File: src/rtl/uart_cmd_handler.sv
// UART command decoder: pops frames from the RX FIFO, runs reset/register write/register read, replies on the TX FIFO.
// Two cycles per received byte; fetches wait while RX is empty, reply pushes stall while TX is full.
module uart_cmd_handler #(
    parameter int BUFFER_WIDTH        = 8,
    parameter int SETTINGS_ADDR_WIDTH = 8,
    parameter int SETTINGS_DATA_WIDTH = 16
) (
    input  logic                           clk,
    input  logic                           rstb,
    output logic                           uart_rst,
    input  logic [BUFFER_WIDTH-1:0]        uart_data_out,
    input  logic                           uart_out_full,
    input  logic                           uart_out_empty,
    output logic                           uart_out_read,
    output logic [BUFFER_WIDTH-1:0]        uart_data_in,
    output logic                           uart_in_write,
    input  logic                           uart_in_full,
    input  logic                           uart_in_empty,
    output logic [SETTINGS_ADDR_WIDTH-1:0] settings_addr,
    input  logic [SETTINGS_DATA_WIDTH-1:0] settings_data_in,
    output logic [SETTINGS_DATA_WIDTH-1:0] settings_data_out,
    output logic                           settings_write_en
);

    localparam logic [BUFFER_WIDTH-1:0] OP_UARTRST  = BUFFER_WIDTH'(8'h01);
    localparam logic [BUFFER_WIDTH-1:0] OP_WRITEREG = BUFFER_WIDTH'(8'h02);
    localparam logic [BUFFER_WIDTH-1:0] OP_READREG  = BUFFER_WIDTH'(8'h03);

    typedef enum logic [3:0] {
        IDLE,
        FETCH_OP,
        DECODE,
        FETCH_ADDR,
        FETCH_DH,
        FETCH_DL,
        REG_WRITE,
        REG_READ,
        READ_WAIT,
        SEND_HI,
        SEND_LO,
        UART_RESET
    } state_t;

    state_t                         state_q, state_d;
    logic                           pend_q, pend_d;
    logic [BUFFER_WIDTH-1:0]        op_q, op_d;
    logic [BUFFER_WIDTH-1:0]        hi_q, hi_d;
    logic [SETTINGS_ADDR_WIDTH-1:0] addr_q, addr_d;
    logic [SETTINGS_DATA_WIDTH-1:0] wdata_q, wdata_d;
    logic [SETTINGS_DATA_WIDTH-1:0] rdata_q, rdata_d;
    logic                           is_fetch;
    logic                           byte_rdy;

    // Status-only FIFO flags are intentionally ignored.
    logic unused_status;
    assign unused_status = uart_out_full ^ uart_in_empty;

    assign is_fetch = (state_q == FETCH_OP) || (state_q == FETCH_ADDR) ||
                      (state_q == FETCH_DH) || (state_q == FETCH_DL);
    // pend_q marks the capture cycle that follows a pop.
    assign byte_rdy = is_fetch && pend_q;

    always_comb begin
        state_d           = state_q;
        pend_d            = pend_q;
        op_d              = op_q;
        hi_d              = hi_q;
        addr_d            = addr_q;
        wdata_d           = wdata_q;
        rdata_d           = rdata_q;
        uart_out_read     = 1'b0;
        uart_in_write     = 1'b0;
        uart_data_in      = '0;
        uart_rst          = 1'b0;
        settings_write_en = 1'b0;

        if (is_fetch) begin
            if (pend_q) begin
                pend_d = 1'b0;
            end else if (!uart_out_empty) begin
                uart_out_read = 1'b1;
                pend_d        = 1'b1;
            end
        end

        case (state_q)
            IDLE:       state_d = FETCH_OP;
            FETCH_OP: begin
                if (byte_rdy) begin
                    op_d    = uart_data_out;
                    state_d = DECODE;
                end
            end
            DECODE: begin
                if (op_q == OP_UARTRST) begin
                    state_d = UART_RESET;
                end else if (op_q == OP_WRITEREG || op_q == OP_READREG) begin
                    state_d = FETCH_ADDR;
                end else begin
                    state_d = IDLE;
                end
            end
            FETCH_ADDR: begin
                if (byte_rdy) begin
                    addr_d  = SETTINGS_ADDR_WIDTH'(uart_data_out);
                    state_d = (op_q == OP_WRITEREG) ? FETCH_DH : REG_READ;
                end
            end
            FETCH_DH: begin
                if (byte_rdy) begin
                    hi_d    = uart_data_out;
                    state_d = FETCH_DL;
                end
            end
            FETCH_DL: begin
                if (byte_rdy) begin
                    wdata_d = SETTINGS_DATA_WIDTH'({hi_q, uart_data_out});
                    state_d = REG_WRITE;
                end
            end
            REG_WRITE: begin
                settings_write_en = 1'b1;
                state_d           = IDLE;
            end
            // Address is already on settings_addr; the bank answers one cycle later.
            REG_READ:   state_d = READ_WAIT;
            READ_WAIT: begin
                rdata_d = settings_data_in;
                state_d = SEND_HI;
            end
            SEND_HI: begin
                uart_data_in = rdata_q[SETTINGS_DATA_WIDTH-1 -: BUFFER_WIDTH];
                if (!uart_in_full) begin
                    uart_in_write = 1'b1;
                    state_d       = SEND_LO;
                end
            end
            SEND_LO: begin
                uart_data_in = rdata_q[BUFFER_WIDTH-1:0];
                if (!uart_in_full) begin
                    uart_in_write = 1'b1;
                    state_d       = IDLE;
                end
            end
            UART_RESET: begin
                uart_rst = 1'b1;
                state_d  = IDLE;
            end
            default:    state_d = IDLE;
        endcase
    end

    always_ff @(posedge clk or negedge rstb) begin
        if (!rstb) begin
            state_q <= IDLE;
            pend_q  <= 1'b0;
            op_q    <= '0;
            hi_q    <= '0;
            addr_q  <= '0;
            wdata_q <= '0;
            rdata_q <= '0;
        end else begin
            state_q <= state_d;
            pend_q  <= pend_d;
            op_q    <= op_d;
            hi_q    <= hi_d;
            addr_q  <= addr_d;
            wdata_q <= wdata_d;
            rdata_q <= rdata_d;
        end
    end

    assign settings_addr     = addr_q;
    assign settings_data_out = wdata_q;

endmodule

File: config.mk
export PLATFORM = sky130hd
export DESIGN_NAME = uart_cmd_handler
export DESIGN_NICKNAME = d
export VERILOG_FILES = /design/src/rtl/uart_cmd_handler.sv
export SDC_FILE = /design/constraint.sdc
export NUM_CORES = 1
export LEC_CHECK = 0
export ABC_AREA = 1
export CORE_MARGIN = 10
export CORE_UTILIZATION = 35
export DETAILED_ROUTE_END_ITERATION = 12
export GPL_ROUTABILITY_DRIVEN = 0
export REMOVE_ABC_BUFFERS = 1
export SYNTH_ARGS = -nofsm -noshare
export SYNTH_HDL_FRONTEND = slang
export SYNTH_SLANG_ARGS = --single-unit
File: constraint.sdc
create_clock -name clk -period 3.4 [get_ports clk]
set_clock_uncertainty 0.15 [all_clocks]
set_input_delay 0.34 -clock clk [delete_from_list [all_inputs] [get_ports clk]]
set_output_delay 0.34 -clock clk [all_outputs]
set_load 0.02 [all_outputs]
==> metrics.md <==
| Metric | Value |
|---|---|
| Status | `finished clean` |
| Final Instance Area | `3750 um^2` |
| Required time of the critical path | `2910 ps` |
| Unrepaired setup endpoints after global routing | `false` |
| Core Rows | `32` |
| Part of the power in registers | `0.377` |
| CTS Hold Buffers Added | `0` |
| Max Freq | `388 MHz` |
| Layout Nets | `383` |
| Total number of vias | `2,115` |
| CTS Sinks | `61` |
| Worst hold slack | `13.5 ps` |
| Post-synthesis sequential area ratio | `0.542` |
| Pre-CTS WS | `1150 ps` |
| CTS buffer count | `9` |
| Fin crit share | `0.758` |
| Buffers on Ports | `63` |
| Leakage | `1.81 nW` |
| Clock-pin slew on the worst setup and hold paths | `70 ps` |
| Switching Fraction | `0.367` |
| Crit Path Class | `reg -> out` |
| HP Class | `in -> async` |
| DR iter-0 viols | `69` |
| Gate Count Post-Synth | `284` |
| Worst reg2reg path startpoint | `state_q[3]` |
| Worst vdd ir | `0.345 mV` |
| ANT cells | `0` |
| Final hold vios | `0` |
| CTS tree | `built` |
| Actual slew at the worst max-slew pin | `981 ps` |
| Placed Area | `3510 um^2` |
| Ys flop type | `dfrtp_1` |
| Per-cell routed wire length | `14.3 um` |
| Largest net degree at the start of global routing | `45` |
| Initial DRT Pass Iterations | `4` |
| Die ar. | `12,000 um^2` |
| Final Slew Violations | `0` |
| Post-DRT Antenna Nets | `0` |
| # placed instances | `444` |
| Global route overflow | `0` |
| Clock Power Share | `0.221` |
| Synth Cell Area | `2820 um^2` |
| Clock Latency Late Sink | `330 ps` |
| Slew Limit Headroom | `0.346` |
| Initial antenna violation count | `0` |
| CP startpoint | `state_q[3]` |
| R2R depth | `7` |
| Fin cells | `460` |
| Die Y | `110 um` |
| Total Routing Usage GR | `0.118` |
| Final worst slack | `822 ps` |
| Internal power | `2.24 mW` |
| Netlist cell types | `22` |
| Worst-path fanout max | `5` |
| Number of flops mapped to enable cells by yosys | `0` |
| Total of max-cap violations | `0` |
| DR DRC count | `0` |
| Share of layout cells above drive strength 1 | `0.187` |
| IO Count | `66` |
| Htree depth | `3` |
| # setup viols final | `0` |
| Die X | `110 um` |
| Clk buf depth | `2` |
| Startpoint types | `flop` |
| Final setup TNS | `0 ps` |
| Arr. time, crit path | `2090 ps` |
| Routed wire length | `6600 um` |
| Post-Syn Area per Cell | `9.92 um^2` |
| Combinational share of power | `0.402` |
| Synth-to-Final Area Change | `33.3%` |
| Vias in the first global route | `2,218` |
| Initial Util | `0.363` |
| Post-CTS setup repair buffer count | `0` |
| CP Capture Type | `output pin` |
| Routed vias/inst | `4.60` |
| Post-synth ARST share | `1.00` |
| Total core area | `7770 um^2` |
| FF+latch count, synth | `61` |
| Post-CTS sizing | `0` |
| Power Dens Cells | `942 nW/um^2` |
| Post-route minimum period | `2580 ps` |
| NetSw | `1.30 mW` |
| Root Buffer Master | `clkbuf_8` |
| R2R Path End | `settings_addr[0]` |
| Yosys warns | `0` |
| First-pass GRT wire length | `11,100 um` |
| R2R setup slack | `1760 ps` |
| HPWL after DPL | `4900 um` |
through the flow:
| step | util | total power [mW] |
|---|---|---|
| global placement | 0.452 | 2.76 |
| floorplan | - | 2.23 |
| finish | 0.483 | 3.54 |
| global route | 0.483 | 3.82 |
| detailed placement | 0.452 | 2.79 |
| CTS | 0.483 | 3.58 |
power groups by stage:
| stage | Clock [mW] | Sequential [mW] | Combinational, mW |
|---|---|---|---|
| global placement | 0 | 1.34 | 1.42 |
| detailed placement | 0 | 1.35 | 1.44 |
| floorplan | 0 | 1.46 | 0.768 |
| global route | 0.837 | 1.40 | 1.59 |
| CTS | 0.798 | 1.34 | 1.45 |
| finish | 0.782 | 1.33 | 1.42 |
how the worst max path moves through the flow:
stage	to
3_5_place_dp	uart_out_read
5_1_grt	uart_out_read
4_1_cts	uart_out_read
6_report	uart_out_read
2_1_floorplan	uart_out_read
3_3_place_gp	uart_out_read
routing by layer:
metal	track usage	wire length [um]	vias to the layer above
met5	0	0	-
met4	0.0613	134	0
met3	0.0293	343	10
met2	0.192	3280	53
met1	0.143	2840	998
li1	-	-	1054
placed cells by master (no fill, tap or decap), types with 8 or more instances in the layout:
cell type / netlist / layout
mux2_4: 10 / 10
o21ai_2: 8 / 8
clkdlybuf4s50_1: 0 / 62
nand3_1: 13 / 13
inv_1: 21 / 21
nand2_2: 10 / 10
clkbuf_8: 0 / 10
nor2_1: 15 / 15
dfrtp_1: 61 / 61
a22o_1: 8 / 8
o21ai_1: 9 / 9
o21ai_0: 17 / 17
nand2_1: 81 / 81
synthesized netlist by cell type (4+ instances only):
library cell | number | area share
mux2_2 | 6 | 0.024
o21ai_1 | 9 | 0.016
nor2_1 | 15 | 0.020
a22o_1 | 8 | 0.025
inv_2 | 6 | 0.0080
inv_1 | 21 | 0.028
buf_6 | 5 | 0.020
nand3_1 | 13 | 0.023
o21ai_0 | 17 | 0.030
o21ai_2 | 8 | 0.025
mux2_4 | 10 | 0.053
nand2_2 | 10 | 0.022
nand2_4 | 4 | 0.016
nand2_1 | 81 | 0.11
dfrtp_1 | 61 | 0.54
final cells by class:
cell class                      instances  area, um^2
Sequential cell                        61        1530
Timing Repair Buffer                   64         633
Inverter                               27         101
Fill cell                             771        4010
Multi-Input combinational cell        190        1130
Clock inverter                          4        95.1
Tap cell                              102         128
Clock buffer                           12         145
flip-flops by register name, summed over array words and instances, names as in the netlist:
| name | count |
|---|---|
| hi_q | 8 |
| op_q | 8 |
| pend_q | 1 |
| rdata_q | 16 |
| settings_addr | 8 |
| settings_data_out | 16 |
| state_q | 4 |
critical path, cell delays in order (launching register included):
cell	delay, ps
dfrtp_1	430
inv_1	150
nand3_1	140
nand2_1	140
nand2_1	120
nor2_1	150
clkdlybuf4s50_1	630
logic make-up (layout without fill, tap and decap cells):
kind of cell / Yosys count / in the layout / share of synthesized area
flip-flops: 61 / 61 / 0.542
AND/OR/NAND/NOR: 130 / 130 / 0.222
buffers and inverters: 33 / 107 / 0.0586
AO/OA/AOI/OAI: 44 / 44 / 0.100
multiplexers: 16 / 16 / 0.0773
Power figures use the tool's default switching activity.
